$ cat src/rtl/gf2m_digit_serial_mult.sv
// gf2m_digit_serial_mult: digit-serial GF(2^M) multiplier, D bits of b per cycle, valid/ready handshakes.
// Defining GF_MULT_ACC_EN adds in_acc: the result is then optionally XOR-accumulated into out_y.
module gf2m_digit_serial_mult #(
    parameter int M = 8,
    parameter int D = 2,
    parameter logic [M-1:0] POLY = 8'h1B
) (
    input  logic         clk,
    input  logic         rst,
    input  logic         in_valid,
    output logic         in_ready,
    input  logic [M-1:0] in_a,
    input  logic [M-1:0] in_b,
    output logic         out_valid,
    input  logic         out_ready,
    output logic [M-1:0] out_y
`ifdef GF_MULT_ACC_EN
    ,
    input  logic         in_acc
`endif
);
    localparam int N = (M + D - 1) / D;
    localparam int NB = N * D;
    localparam int W = M + D;
    localparam int CW = (N > 1) ? $clog2(N) : 1;
    localparam logic [W-1:0] PM = W'({1'b1, POLY});

    typedef enum logic [1:0] {IDLE, BUSY, DONE} state_t;

    state_t state_q, state_d;
    logic [M-1:0] a_q, a_d, acc_q, acc_d, y_q, y_d, acc_next;
    logic [NB-1:0] b_q, b_d;
    logic [CW-1:0] cnt_q, cnt_d;
    logic [D-1:0] dig;
    logic [W-1:0] t;
`ifdef GF_MULT_ACC_EN
    logic accm_q, accm_d;
`endif

    assign dig = b_q[NB-1 -: D];
    assign in_ready = (state_q == IDLE) && !rst;
    assign out_valid = state_q == DONE;
    assign out_y = y_q;

    // One digit step: shift acc by x^D, add a*digit, then fold bits M+D-1..M back via P(x).
    always_comb begin
        t = {acc_q, {D{1'b0}}};
        for (int j = 0; j < D; j++) t = t ^ (dig[j] ? W'(a_q) << j : '0);
        for (int i = W - 1; i >= M; i--) t = t ^ (t[i] ? PM << (i - M) : '0);
        acc_next = t[M-1:0];
    end

    always_comb begin
        state_d = state_q;
        a_d = a_q;
        b_d = b_q;
        acc_d = acc_q;
        cnt_d = cnt_q;
        y_d = y_q;
`ifdef GF_MULT_ACC_EN
        accm_d = accm_q;
`endif
        case (state_q)
            IDLE: if (in_valid) begin
                a_d = in_a;
                b_d = NB'(in_b);
                acc_d = '0;
                cnt_d = '0;
                state_d = BUSY;
`ifdef GF_MULT_ACC_EN
                accm_d = in_acc;
`endif
            end
            BUSY: begin
                acc_d = acc_next;
                b_d = b_q << D;
                cnt_d = cnt_q + CW'(1);
                if (cnt_q == CW'(N - 1)) begin
`ifdef GF_MULT_ACC_EN
                    y_d = acc_next ^ (accm_q ? y_q : '0);
`else
                    y_d = acc_next;
`endif
                    state_d = DONE;
                end
            end
            DONE: state_d = out_ready ? IDLE : DONE;
            default: state_d = IDLE;
        endcase
    end

    always_ff @(posedge clk) begin
        if (rst) begin
            state_q <= IDLE;
            a_q <= '0;
            b_q <= '0;
            acc_q <= '0;
            cnt_q <= '0;
            y_q <= '0;
`ifdef GF_MULT_ACC_EN
            accm_q <= 1'b0;
`endif
        end else begin
            state_q <= state_d;
            a_q <= a_d;
            b_q <= b_d;
            acc_q <= acc_d;
            cnt_q <= cnt_d;
            y_q <= y_d;
`ifdef GF_MULT_ACC_EN
            accm_q <= accm_d;
`endif
        end
    end
endmodule
$ cat config.mk
export PLATFORM = sky130hd
export DESIGN_NAME = gf2m_digit_serial_mult
export DESIGN_NICKNAME = d
export VERILOG_FILES = /design/src/rtl/gf2m_digit_serial_mult.sv
export SDC_FILE = /design/constraint.sdc
export NUM_CORES = 1
export LEC_CHECK = 0
export BUFFER_PORTS_ARGS = -buffer_cell sky130_fd_sc_hd__buf_2
export CORE_ASPECT_RATIO = 0.6
export CORE_MARGIN = 2
export CORE_UTILIZATION = 45
export CTS_CLUSTER_SIZE = 20
export DETAILED_ROUTE_END_ITERATION = 8
export PLACE_DENSITY = 0.76
export SLEW_MARGIN = 5
export SYNTH_ARGS = -nofsm -noshare
export SYNTH_HDL_FRONTEND = slang
export SYNTH_SLANG_ARGS = --single-unit
$ cat constraint.sdc
create_clock -name clk -period 1.97 [get_ports clk]
set_input_delay 0.2955 -clock clk [delete_from_list [all_inputs] [get_ports clk]]
set_output_delay 0.2955 -clock clk [all_outputs]
set_load 0.01 [all_outputs]
==> metrics, run 1 <==
Post-Syn Area 1820 um2; Setup-failing EPs final 0; Tmin final 1.66 ns; Worst R2R End acc_q[6]; Netlist cell types 39; CP startpoint kind register; share of post-route cells with drive strength above 1 22.3%; total CTS buffers 5; status finished clean; Post-Synthesis Cells 204; placed insts 273; clock net sink count 36; global-route wire length before repair 6750 um; switching pwr 403 uW; Total GRT Usage 19.9%; Post-Layout Cell Count 280; worst slew pin tran 0.675 ns; clock-pin transition on the worst setup and hold timing paths 0.07 ns; Yosys top cell area share 39.5%; clock share of power 31.8%; area of the multi-input gates 1010 um2; Leakage Power 0.910 nW; net count after synthesis 225; Die X 86.2 um; Vias per Instance 5.22; Post-DP HPWL 2970 um; reg2reg setup slack 0.31 ns; DR DRC count 0; WHS 0.252 ns; post-route cell area 2070 um2; Setup Skew 0.00583 ns; core footprint 3760 um2; CP endpoint acc_q[6]; Worst VDD drop 0.380 mV; Worst Path Required 2.19 ns; post-route ant nets 0; RSZ-0062 raised after global routing no; Synth area leader dfxtp_1; largest net degree at the start of global routing 21; row cnt 17; slew margin rel. 54.8%; TNS Setup 0 ns; ranking of synthesized cells by area dfxtp_1 (40%), nand2_1 (11%), xnor3_1 (8.6%); Util after Layout 55.1%; final slew viol count 0; hold_buf cts 0; Hold WC Path Type in -> reg; max cap viols 0; Max Clock Freq 601 MHz; crit path launch state_q[1]; CTS tree yes; Initial Util 48.4%; Die H 53.3 um; Top FF cell, synth dfxtp_1; die area 4590 um2; Worst Path Arrival 1.88 ns; clk buf depth 2; switch share 26.7%; initial antenna violation count 0; port buffer count 29; Post-synth EDFFs 0; I/O pin cnt 30; syn_area_per_cell 8.94 um2; postcts setup bufs 0; Pint 1.11 mW; DP Area 2000 um2; sequential fraction of the synthesis area 39.5%; root buf cell clkbuf_8; TritonRoute pass-1 iters 5; DR iter-0 viols 148; Post-layout nets 254; wire per inst 14.4 um; Ant. Diodes 0; Crit. End Element register; routability cong. 0.868; FF/Latch Area 721 um2; vias in the first global route 1361; FF-to-FF Start state_q[1]; Syn-to-layout area delta 13.7%; H-Tree Depth 2; Hold Violations, Final 0; Routed WL 4020 um; crit path max fanout 11; Fillers 362; vias 1462; Ys Warns 0; PwrDens 728 nW/um2; FF+latch count, synth 36; Tcrit/Tclk final 84.4%; total grt overflow 0; Flop pwr share 52.9%; Resized Gates After CTS 0; Post-synth ARST share 0%; Setup CP Type reg -> reg; Worst Reg2Reg Path Length in Cells 4; clock latency on the worst-skew pair 0.28 ns; combinational share of power 15.3%
==> power by group through the flow <==
stage	logic (mW)	clock network [mW]	registers (mW)
after floorplan	0.189	0	0.798
after global placement	0.226	0	0.813
after detailed placement	0.229	0	0.814
after CTS	0.230	0.494	0.798
after global routing	0.258	0.531	0.803
final	0.230	0.480	0.799
==> synthesized netlist by cell type, types with 2 or more instances <==
cell type  count
nand2_1       51
dfxtp_1       36
nor2_1        21
a21oi_1       15
a22oi_1        7
clkbuf_1       7
xnor3_1        7
nand3b_1       5
xnor2_1        5
a311oi_2       4
nor2_2         4
buf_2          3
nand2b_1       3
nor3_1         3
a211oi_1       2
a311oi_1       2
and2_1         2
and2b_1        2
nand3_1        2
nor3b_1        2
nor4_1         2
xor3_1         2
==> cells in the final DEF (no fill, tap or decap), types with 2 or more instances in the layout <==
cell	instances
xnor3_1	7
nand3_1	2
clkbuf_8	5
nor2_2	4
a22oi_1	7
nor3b_1	2
a311oi_1	2
nor3_1	3
nor2_1	21
buf_4	7
and2_1	2
nand2_1	51
a211oi_1	2
a21oi_1	15
nor4_1	2
a311oi_2	4
xor3_1	2
buf_2	29
dfxtp_1	36
nand3b_1	5
xnor2_1	5
and2b_1	2
nand2b_1	3
==> sequential cells by signal (all words and copies together) (netlist names) <==
signal   cells
a_q          8
acc_q        8
b_q          8
out_y        8
cnt_q        2
state_q      2
==> layer usage <==
layer | wire length (um) | track usage, % | vias up
met5 | 0 | 0 | -
met4 | 40 | 6.77 | 0
met3 | 388 | 5.15 | 6
met2 | 1460 | 25.7 | 62
met1 | 2130 | 30.8 | 641
li1 | - | - | 753
==> stage by stage <==
stage                     total power [mW]  worst slack (ns)
after global routing                  1.59             0.138
final                                 1.51             0.307
after detailed placement              1.04             0.353
after CTS                             1.52             0.331
after floorplan                      0.987             0.585
after global placement                1.04             0.379
==> area by class of cell <==
class	count	share of cell area [%]
Tap cell	47	2.84
Sequential cell	36	34.8
Multi-Input combinational cell	153	48.9
Clock buffer	6	3.50
Timing Repair Buffer	36	9.54
Clock inverter	1	0.241
Inverter	1	0.181
==> critical path, stage by stage, from the launching register on <==
cell and delay, ns:
dfxtp_1 0.41, and2b_1 0.31, nor2_1 0.57, a22oi_1 0.20, nor2_1 0.11
==> how the worst min path moves through the flow <==
stage / to / start / cells past startpoint / slack, ns
6_report: a_q[5] / in_a[5] / 3 / 0.25
5_1_grt: a_q[0] / in_a[0] / 3 / 0.27
4_1_cts: a_q[5] / in_a[5] / 3 / 0.24
3_5_place_dp: out_y[0] / out_y[0] / 2 / 0.45
3_3_place_gp: out_y[6] / out_y[6] / 2 / 0.44
2_1_floorplan: a_q[0] / in_a[0] / 2 / 0.43
==> cells by family after synthesis <==
logic type | count (synthesis) | synth area share (%)
compound gates | 36 | 14.7
buf+inv | 15 | 4.80
flops | 36 | 39.5
fa+ha+maj | 1 | 0.686
simple gates | 101 | 26.1
mux | 1 | 0.549
xor+xnor | 14 | 13.7
(Power assumes the default switching activity.)
==> inputs of run 2 (changes only) <==
Clock period 1.97 ns to 1.6 ns, I/O delays scaled along.
==> run 2 against run 1 <==
Effect of this change: clock power increased by 47%; global-route usage increased by 0.35 points; cell count is 2.5% higher.
==> metrics, run 2 (synthesized netlist as in run 1, its figures left out) <==
share of post-route cells with drive strength above 1 25.8% (+3.5 points); RSZ-0062 raised after global routing no; Post-layout nets 261 (+2.8%); critical-path cell list nand2_1 > xnor3_1 > or3_1 > o311ai_1; clock net sink count 36 (unchanged); CTS tree yes; PwrDens 927 nW/um2 (+27%); initial antenna violation count 0 (unchanged); WP depth 4 (unchanged); row cnt 17 (unchanged); max cap viols 0 (unchanged); Ant. Diodes 0 (unchanged); Flop pwr share 49.4% (-3.5 points); Routed WL 4190 um (+4.2%); reg2reg setup slack 0.12 ns (-0.19 ns); largest net degree at the start of global routing 18 (-14%); clock share of power 35.3% (+3.5 points); Worst Path Required 1.79 ns (-0.40 ns); Setup CP Type reg -> reg; H-Tree Depth 2 (unchanged); Crit. End Element register; Pint 1.46 mW (+32%); DR DRC count 0 (unchanged); switching pwr 527 uW (+31%); Total GRT Usage 20.2% (+0.35 points); Die H 53.3 um (unchanged); TritonRoute pass-1 iters 4 (-1); Worst VDD drop 0.428 mV (+13%); core footprint 3760 um2 (unchanged); Worst Reg2Reg Path Length in Cells 4 (unchanged); combinational share of power 15.2% (about the same); Hold Crit Depth 3 (unchanged); total grt overflow 0 (unchanged); Hold WC Path Type in -> reg; crit path max-delay cell type dfxtp_2; wire per inst 14.6 um (+1.6%); vias 1528 (+4.5%); die area 4590 um2 (unchanged); Syn-to-layout area delta 17.8%; TNS Setup 0 ns (unchanged); crit path max fanout 9 (-2); global-route wire length before repair 6720 um (-0.41%); I/O pin cnt 30 (unchanged); Vias per Instance 5.32 (+2.0%); clk buf depth 2 (unchanged); Initial Util 48.4% (unchanged); Setup-failing EPs final 0 (unchanged); Die X 86.2 um (unchanged); Leakage Power 0.954 nW (+4.8%); CP startpoint kind register; Hold EP a_q[0]; Worst R2R End acc_q[4]; commonest non-fill, non-tap cell in the layout nand2_1; clock-pin transition on the worst setup and hold timing paths 0.07 ns (about the same); worst slew pin tran 0.442 ns (-0.233 ns); switch share 26.5% (-0.25 points); Max Clock Freq 674 MHz (+12%); final slew viol count 0 (unchanged); post-route ant nets 0 (unchanged); vias in the first global route 1360 (-0.073%); Setup Skew 0.00363 ns (-0.00221 ns); most frequent cells in the layout nand2_1 (51), dfxtp_1 (35), buf_2 (29), nor2_1 (20), a21oi_1 (15); Slowest Stage Delay on Critical Path 0.42 ns (-0.15 ns); Hold Violations, Final 0 (unchanged); Tmin final 1.48 ns (-0.179 ns); slew margin rel. 70.5% (+16 points); routability cong. 0.815 (-6.1%); clock latency on the worst-skew pair 0.29 ns (about the same); total CTS buffers 5 (unchanged); Worst Path Arrival 1.68 ns (-0.20 ns); hold_buf cts 0 (unchanged); status finished clean; port buffer count 29 (unchanged); FF-to-FF Start b_q[7]; Tcrit/Tclk final 92.7% (+8.3 points); DR iter-0 viols 136 (-8.1%); root buf cell clkbuf_8; Post-DP HPWL 3100 um (+4.2%); WHS 0.183 ns (-0.0688 ns); Hold Crit Start in_a[0]; Buf+Inv Stages, Crit Path 0 (unchanged); cell family with most CP delay simple AND/OR/NAND/NOR gates
==> run 2: cell types whose count changed in the layout (fill, tap and decap cells not counted), sizes merged <==
cell / change
clkinv: -1
buf: +7
clkbuf: +1
==> run 2: how the worst max path moves through the flow <==
stage / startpoint / end / slack (ns)
final: b_q[7] / acc_q[4] / 0.12
after floorplan: state_q[0] / b_q[3] / 0.21
after detailed placement: state_q[1] / acc_q[7] / 0.02
after CTS: b_q[7] / acc_q[4] / 0.12
after global routing: b_q[7] / out_y[4] / 0.001
after global placement: b_q[7] / acc_q[4] / 0.05
==> run 2: layout make-up <==
class | count | area (um2)
Tap cell | 47 | 58.8
Inverter | 1 | 3.75
Multi-Input combinational cell | 153 | 1020
Fill cell | 334 | 1620
Sequential cell | 36 | 722
Clock buffer | 7 | 96.3
Timing Repair Buffer | 43 | 250
==> run 2: power groups by stage <==
stage / Sequential (mW) / Clock (mW) / Combinational, mW
2_1_floorplan: 0.982 / 0 / 0.233
3_3_place_gp: 1.00 / 0 / 0.297
3_5_place_dp: 1.00 / 0 / 0.301
4_1_cts: 0.983 / 0.720 / 0.303
5_1_grt: 0.990 / 0.751 / 0.334
6_report: 0.985 / 0.704 / 0.303
==> run 2: per-layer routing <==
| layer | global-route usage (%) | up-vias | share of wire [%] |
|---|---|---|---|
| met3 | 5.15 | 5 | 6.2 |
| met1 | 29.7 | 705 | 54 |
| li1 | - | 768 | - |
| met4 | 8.59 | 0 | 1.3 |
| met5 | 0 | - | 0 |
| met2 | 27.6 | 50 | 38 |
==> run 2: what timing repair did <==
action / CTS / global route
setup endpoints to repair: 2 / 0
setup buffers: 0 / 0
resized for setup: 2 / 0
==> run 2: tightest hold or removal path: stages <==
cell and delay (ns):
buf_2 0.09, nand2_1 0.05, a21oi_1 0.05
==> run 2: metrics by stage <==
stage / power, mW / instances / util [%] / cell area [um2] / setup slack (ns)
2_1_floorplan: 1.21 / 204 / - / 1820 / 0.215
3_3_place_gp: 1.30 / 280 / 54.4 / 2050 / 0.0456
3_5_place_dp: 1.30 / 280 / 54.4 / 2050 / 0.0178
4_1_cts: 2.01 / 287 / 57.1 / 2150 / 0.117
5_1_grt: 2.07 / 287 / 57.1 / 2150 / 0.00120
6_report: 1.99 / 287 / 57.1 / 2150 / 0.117
